--- src/rtl/branch_resolve_queue.sv ---
// Branch resolve queue: in-flight predictions in fetch order, paired with
// resolved outcomes to drive counter-table updates and mispredict squash.
//
// Ports:
//   clock, reset_n            clock, async active-low reset
//   pred_valid/ready/idx/taken  prediction push from fetch (ready = !full)
//   res_valid, res_taken      resolution of the oldest in-flight branch
//   flush                     discard all entries, ignore same-cycle traffic
//   upd_valid/idx/taken       registered counter-table update strobe
//   mispredict, res_error     registered one-cycle event pulses
//   occupancy, miss_count     entry count, saturating mispredict total
module branch_resolve_queue #(
    parameter int DEPTH = 8,
    parameter int IDX_W = 10,
    parameter int CNT_W = 16
) (
    input  logic                       clock,
    input  logic                       reset_n,
    input  logic                       pred_valid,
    output logic                       pred_ready,
    input  logic [IDX_W-1:0]           pred_idx,
    input  logic                       pred_taken,
    input  logic                       res_valid,
    input  logic                       res_taken,
    input  logic                       flush,
    output logic                       upd_valid,
    output logic [IDX_W-1:0]           upd_idx,
    output logic                       upd_taken,
    output logic                       mispredict,
    output logic                       res_error,
    output logic [$clog2(DEPTH+1)-1:0] occupancy,
    output logic [CNT_W-1:0]           miss_count
);

    localparam int PW = (DEPTH > 1) ? $clog2(DEPTH) : 1;
    localparam int OW = $clog2(DEPTH+1);

    logic [IDX_W-1:0] mem_idx [DEPTH];
    logic             mem_tk  [DEPTH];

    logic [PW-1:0] head;
    logic [PW-1:0] tail;
    logic [OW-1:0] occ;

    logic full;
    logic empty;
    logic do_pop;
    logic miss;
    logic do_push;
    logic squash;

    assign full  = (occ == OW'(DEPTH));
    assign empty = (occ == '0);

    // Readiness comes from registered occupancy only; a pop in the
    // same cycle does not free a slot for a push.
    assign pred_ready = !full;

    assign do_pop  = res_valid && !empty && !flush;
    assign miss    = do_pop && (mem_tk[head] != res_taken);
    // A push alongside a mispredict is on the wrong path and is dropped.
    assign do_push = pred_valid && !full && !flush && !miss;
    assign squash  = flush || miss;

    assign occupancy = occ;

    always_ff @(posedge clock) begin
        if (do_push) begin
            mem_idx[tail] <= pred_idx;
            mem_tk[tail]  <= pred_taken;
        end
    end

    always_ff @(posedge clock or negedge reset_n) begin
        if (!reset_n) begin
            head <= '0;
            tail <= '0;
            occ  <= '0;
        end else if (squash) begin
            // Empty the queue by collapsing head onto tail.
            head <= tail;
            occ  <= '0;
        end else begin
            if (do_pop)
                head <= head + PW'(1);
            if (do_push)
                tail <= tail + PW'(1);
            if (do_push && !do_pop)
                occ <= occ + OW'(1);
            else if (do_pop && !do_push)
                occ <= occ - OW'(1);
        end
    end

    always_ff @(posedge clock or negedge reset_n) begin
        if (!reset_n) begin
            upd_valid  <= 1'b0;
            upd_idx    <= '0;
            upd_taken  <= 1'b0;
            mispredict <= 1'b0;
            res_error  <= 1'b0;
        end else begin
            upd_valid  <= do_pop;
            upd_idx    <= do_pop ? mem_idx[head] : '0;
            upd_taken  <= do_pop && res_taken;
            mispredict <= miss;
            res_error  <= res_valid && empty && !flush;
        end
    end

    always_ff @(posedge clock or negedge reset_n) begin
        if (!reset_n)
            miss_count <= '0;
        else if (miss && (miss_count != '1))
            miss_count <= miss_count + CNT_W'(1);
    end

endmodule

--- config.mk ---
export PLATFORM = sky130hd
export DESIGN_NAME = branch_resolve_queue
export DESIGN_NICKNAME = d
export VERILOG_FILES = /design/src/rtl/branch_resolve_queue.sv
export SDC_FILE = /design/constraint.sdc
export NUM_CORES = 1
export LEC_CHECK = 0
export ABC_AREA = 1
export BUFFER_PORTS_ARGS = -buffer_cell sky130_fd_sc_hd__buf_2
export CORE_ASPECT_RATIO = 0.75
export CORE_MARGIN = 10
export CORE_UTILIZATION = 59
export CTS_CLUSTER_SIZE = 14
export DETAILED_ROUTE_END_ITERATION = 12
export GPL_ROUTABILITY_DRIVEN = 0
export GPL_TIMING_DRIVEN = 0
export PLACE_DENSITY = 0.79
export SLEW_MARGIN = 15
export SYNTH_ARGS = -nofsm -noshare
export SYNTH_HDL_FRONTEND = slang
export SYNTH_SLANG_ARGS = --single-unit
--- constraint.sdc ---
create_clock -name clock -period 3.9 [get_ports clock]
set_input_delay 0.975 -clock clock [delete_from_list [all_inputs] [get_ports clock]]
set_output_delay 0.975 -clock clock [all_outputs]
set_load 0.005 [all_outputs]
# Word level (Yosys, flattened, before mapping)

Memories as Yosys holds them, arrays and structs flattened.
Index checks and enable logic that the tools add are counted.

Add/sub/neg operators: 5
Equality and inequality tests: 3
Mux-type cells: 8
Bitwise logic cells: 1
Reduce and logical (&&, ||, !) cells: 23

Operators with widths:

| cell                                                               | count |
|---|---|
| 16-bit by 1-bit adder with 16-bit output, second input constant    | 1 |
| 16-bit != test, second input constant                              | 1 |
| 1-bit logical AND                                                  | 12 |
| 4-bit two-way mux                                                  | 3 |
| 10-bit two-way mux                                                 | 1 |
| 3-bit by 1-bit adder with 3-bit output, second input constant      | 2 |
| 1-bit logical NOT                                                  | 6 |
| 3-bit two-way mux                                                  | 2 |
| 4-bit by 1-bit adder with 4-bit output, second input constant      | 1 |
| 4-bit == test, second input constant                               | 1 |
| 4-bit logical NOT                                                  | 1 |
| 4-bit by 1-bit subtractor with 4-bit output, second input constant | 1 |
| 3-bit nonzero test                                                 | 1 |
| 1-bit two-way mux                                                  | 2 |
| 2-bit AND reduction                                                | 1 |
| 2-bit nonzero test                                                 | 1 |
| 1-bit logical OR                                                   | 1 |
| 1-bit != test                                                      | 1 |
| 1-bit inverter                                                     | 1 |

Bits in registers: 40
RAM bits: 88
Memories: 2

Memories:

| name    | words | bits a word | read ports | clocked after memory_dff | wr ports | RTL line | source |
|---|---|---|---|---|---|---|---|
| mem_idx | 8     | 10          | 1          | 0                        | 1        | 38       | `logic [IDX_W-1:0] mem_idx [DEPTH];` |
| mem_tk  | 8     | 1           | 1          | 0                        | 1        | 39       | `logic mem_tk [DEPTH];` |

# Logic depth before layout (Yosys ltp)

Depth after elaboration: 12
Mapped depth: 16

# Least setup slack after synthesis

No wires, ideal clock.

Path kind: input -> register
From: input res_valid
To: memory mem_idx[0][0], enable pin
Data arrival time: 2,153 ps
Setup slack: 1,369 ps
Stages on the path: 9
Path buffers: 0
Cell sequence: inv_1 nor2_1 nand2_2 inv_2 nand3_2 nand2_2 inv_2 nand2_2 nor2_1

Cells in the longest elaborated chain, start to end: 7

Ends and longest elaborated chain:

| element                                 | RTL line | source |
|---|---|---|
| start, declared                         | 23       | `input logic res_valid,` |
| 1-bit logical AND (2 in series)         | 59       | `assign do_pop = res_valid && !empty && !flush;` |
| via do_pop                              | 47       | `logic do_pop;` |
| 1-bit logical AND                       | 60       | `assign miss = do_pop && (mem_tk[head] != res_taken);` |
| 1-bit logical NOT                       | 62       | `assign do_push = pred_valid && !full && !flush && !miss;` |
| 1-bit logical AND                       | 62       |  |
| 1-bit two-way mux                       | 68       | `if (do_push) begin` |
| 1-bit two-way mux (not written as such) | 69       | `mem_idx[tail] <= pred_idx;` |
| end, declared                           | 38       |  |

The timed path passes the listed nets, and every way through them passes these cells.

# Final worst setup path

From: input res_valid
To: memory mem_idx[1][5], enable pin

The elaborated chain is that of the path after synthesis.

==> flow_summary.toml <==
[run_status]
status = "complete, no violations"

[sta]
fmax_mhz = 351
rsz0062_at_grt = "no"
relSlewSlack_pct = 17.8
setup_ws_ns = 1.05
slew_viol_final = 0
period_share_pct = 73.0
worst_slew_pin_slew_ns = 1.23
fin_setup_tns_ns = 0
holdWs_ns = 0.506
finalCriticalPeriod_ns = 2.85
finalHoldViolations = 0
clock_skew_ns = 0.00697
setup_violations = 0

[worst_hold_path]
holdPathStages = 2
hold_path_end = "miss_count[15]$_DFFE_PN0P_"
min_path_type = "flop to flop"
hold_start = "miss_count[15]$_DFFE_PN0P_"

[global_route]
grt_max_degree = 41
overflow = 0
grt_pass1_wl_um = 20000
grt_pass1_vias = 3947
track_usage_pct = 18.3
antenna_found_initial = 0

[clock_network]
h-tree-depth = 4
cts_tree = "done"
cts.sinks = 128
cts-root-buf = "clkbuf_16"
post_cts_buffers = 0
cts_resized = 0
clk-insertion-delay-late_ns = 0.41
ctsHoldBuffers = 0
cts_inserted_buffers = 17
clk_path_buf_depth = 2
clk_pin_slew_worst_paths_ns = 0.05

[yosys]
syn_area_um2 = 5580
synth_cells = 499
synth_mux_area_share_pct = 0
synth_top_area_share_pct = 47.3
syn_nets = 520
ys_warn_count = 0
seq_area_frac_synth_pct = 65.3
netlist_top_cells_area = "edfxtp_1, dfrtp_1, nand2_1"
synth_seq_cells = 128
ys_types = 34
yosys.area_share.simple_pct = 18.1
synth_compound_gate_area_share_pct = 8.54
post_synth.cell_area_avg_um2 = 11.2
synth_top_family_by_area = "simple AND/OR/NAND/NOR gates"
yosysTopAreaCell = "edfxtp_1"
synthAdderAreaFrac_pct = 0.897
yosys.area_share.xor_xnor_pct = 2.82

[critical_path]
r2r_end = "mem_idx[1][5]$_DFFE_PP_"
reg2reg_slack_ns = 1.08
endpoint_kind = "flop"
arrival_ns = 2.87
cp_max_fo = 11
cp-start-kind = "input port"
cp.required_ns = 3.92
crit_type = "input port to flop"
reg2reg_depth = 11
worst_r2r_startpoint = "head[0]$_DFFE_PN0P_"

[finish]
fin_nets = 590
areaGrowthSynthToFinish_pct = 18.1
nFillCells = 611
multiInputGateArea_um2 = 1700
regArea_um2 = 3640
drive_gt1_share_pct = 22.3
diodes = 0

[placement]
place_ws_ns = 0.608
dpl.hpwl_um = 8230
port_buffers = 51

[pwr]
powerDensity_nw_per_um2 = 676
combPwrFrac_pct = 26.9
swShare_pct = 32.5
clkPwrFrac_pct = 34.9
power.leakage_uw = 0.00271
irDropWorstVdd_mv = 0.451
p_switching_uw = 1450
internal-power_uw = 3010
power_frac_seq_pct = 38.3

[die]
placeableCoreArea_um2 = 9120
fp.dieW_um = 132
initial_core_util_pct = 61.2
die_h_um = 104
core.rowCount = 30
dieArea_um2 = 13800
io-pin-count = 52

[drt]
drcViolationCount = 0
finalWirelength_um = 12700
wl_per_cell_um = 17.9
drt_iter0_markers = 417
vias_per_cell = 5.63
dr.pass1.iters = 5
via_count = 3998
route.antenna.remaining_nets = 0

[job]
maxCapViolCount = 0
## power by group through the flow
stage          logic (uW)  clock network [uW]  registers (uW)
5_1_grt              1320                1630            1720
6_report             1200                1550            1710
3_3_place_gp         1130                   0            1720
2_1_floorplan         800                   0            1710
3_5_place_dp         1180                   0            1730
4_1_cts              1190                1560            1700
## metal layers
metal / global-route usage, % / routed length [um] / vias to the layer above
met4: 6.27 / 126 / 0
met1: 23.0 / 5370 / 1938
met3: 6.18 / 1010 / 15
li1: - / - / 1872
met2: 29.0 / 6200 / 173
met5: 0 / 0 / -
## per-stage QoR
stage	area, um^2	instances	util (%)	power (uW)
after floorplan	5580	499	-	2510
after global placement	6000	678	65.7	2860
after detailed placement	6000	678	65.7	2910
after CTS	6580	710	72.2	4450
after global routing	6590	710	72.2	4670
final	6590	710	72.2	4460
## cell usage in the layout, fill, tap and decap left out, types with 4 or more instances in the layout
master	instances
clkbuf_1	16
nor2_1	64
xor2_1	9
o21ai_0	44
nor3_1	16
buf_2	52
xnor2_1	9
edfxtp_1	88
inv_2	4
nand3_1	32
nand2_1	81
dfrtp_1	40
nor2_2	4
ha_1	4
nand2_2	5
clkbuf_16	17
nand3_2	7
o221a_2	19
inv_1	36
## sequential cells by signal (all words and copies together), names as in the netlist
register    flops
res_error       1
miss_count     16
upd_taken       1
mem_tk          8
tail            3
upd_valid       1
head            3
mispredict      1
upd_idx        10
occupancy       4
mem_idx        80
## worst max-delay path: stages
cell and delay [ns]:
buf_2 0.11, inv_1 0.06, nor2_1 0.05, nand2_2 0.15
inv_2 0.07, nand3_2 0.11, nand2_2 0.11, inv_2 0.14
nand2_2 0.15, nor2_1 0.95
## cell usage after synthesis (all sizes together)
cell and number:
edfxtp 88, nand2 87, nor2 69, o21ai 47, dfrtp 40, inv 40
nand3 40, o221a 20, nor3 18, clkbuf 14, xnor2 9, xor2 9
buf 6, ha 4, nand4 4, a21oi 1, nand3b 1, nor4 1
o21bai 1
## layout make-up
type	instances	share of cell area, %
Clock inverter	10	1.69
Sequential cell	128	55.3
Inverter	40	2.28
Buffer	20	1.44
Clock buffer	22	7.20
Multi-Input combinational cell	311	25.8
Tap cell	128	2.43
Timing Repair Buffer	51	3.87
## logic make-up (layout without fill, tap and decap cells)
| family | Yosys count | in the layout |
|---|---|---|
| compound gates | 69 | 69 |
| xor+xnor | 18 | 18 |
| simple gates | 220 | 220 |
| buf+inv | 60 | 143 |
| fa+ha+maj | 4 | 4 |
| flops | 128 | 128 |
## how the worst max path moves through the flow
stage	end	slack (ns)	start	depth (start not counted)
global placement	mem_idx[5][4]$_DFFE_PP_	0.69	res_valid	10
global route	mem_idx[1][9]$_DFFE_PP_	0.95	head[0]$_DFFE_PN0P_	11
finish	mem_idx[1][5]$_DFFE_PP_	1.05	res_valid	10
floorplan	mem_idx[0][0]$_DFFE_PP_	1.37	res_valid	9
CTS	mem_idx[7][8]$_DFFE_PP_	1.05	res_valid	10
detailed placement	mem_idx[7][4]$_DFFE_PP_	0.61	res_valid	10
Power figures use the tool's default switching activity.
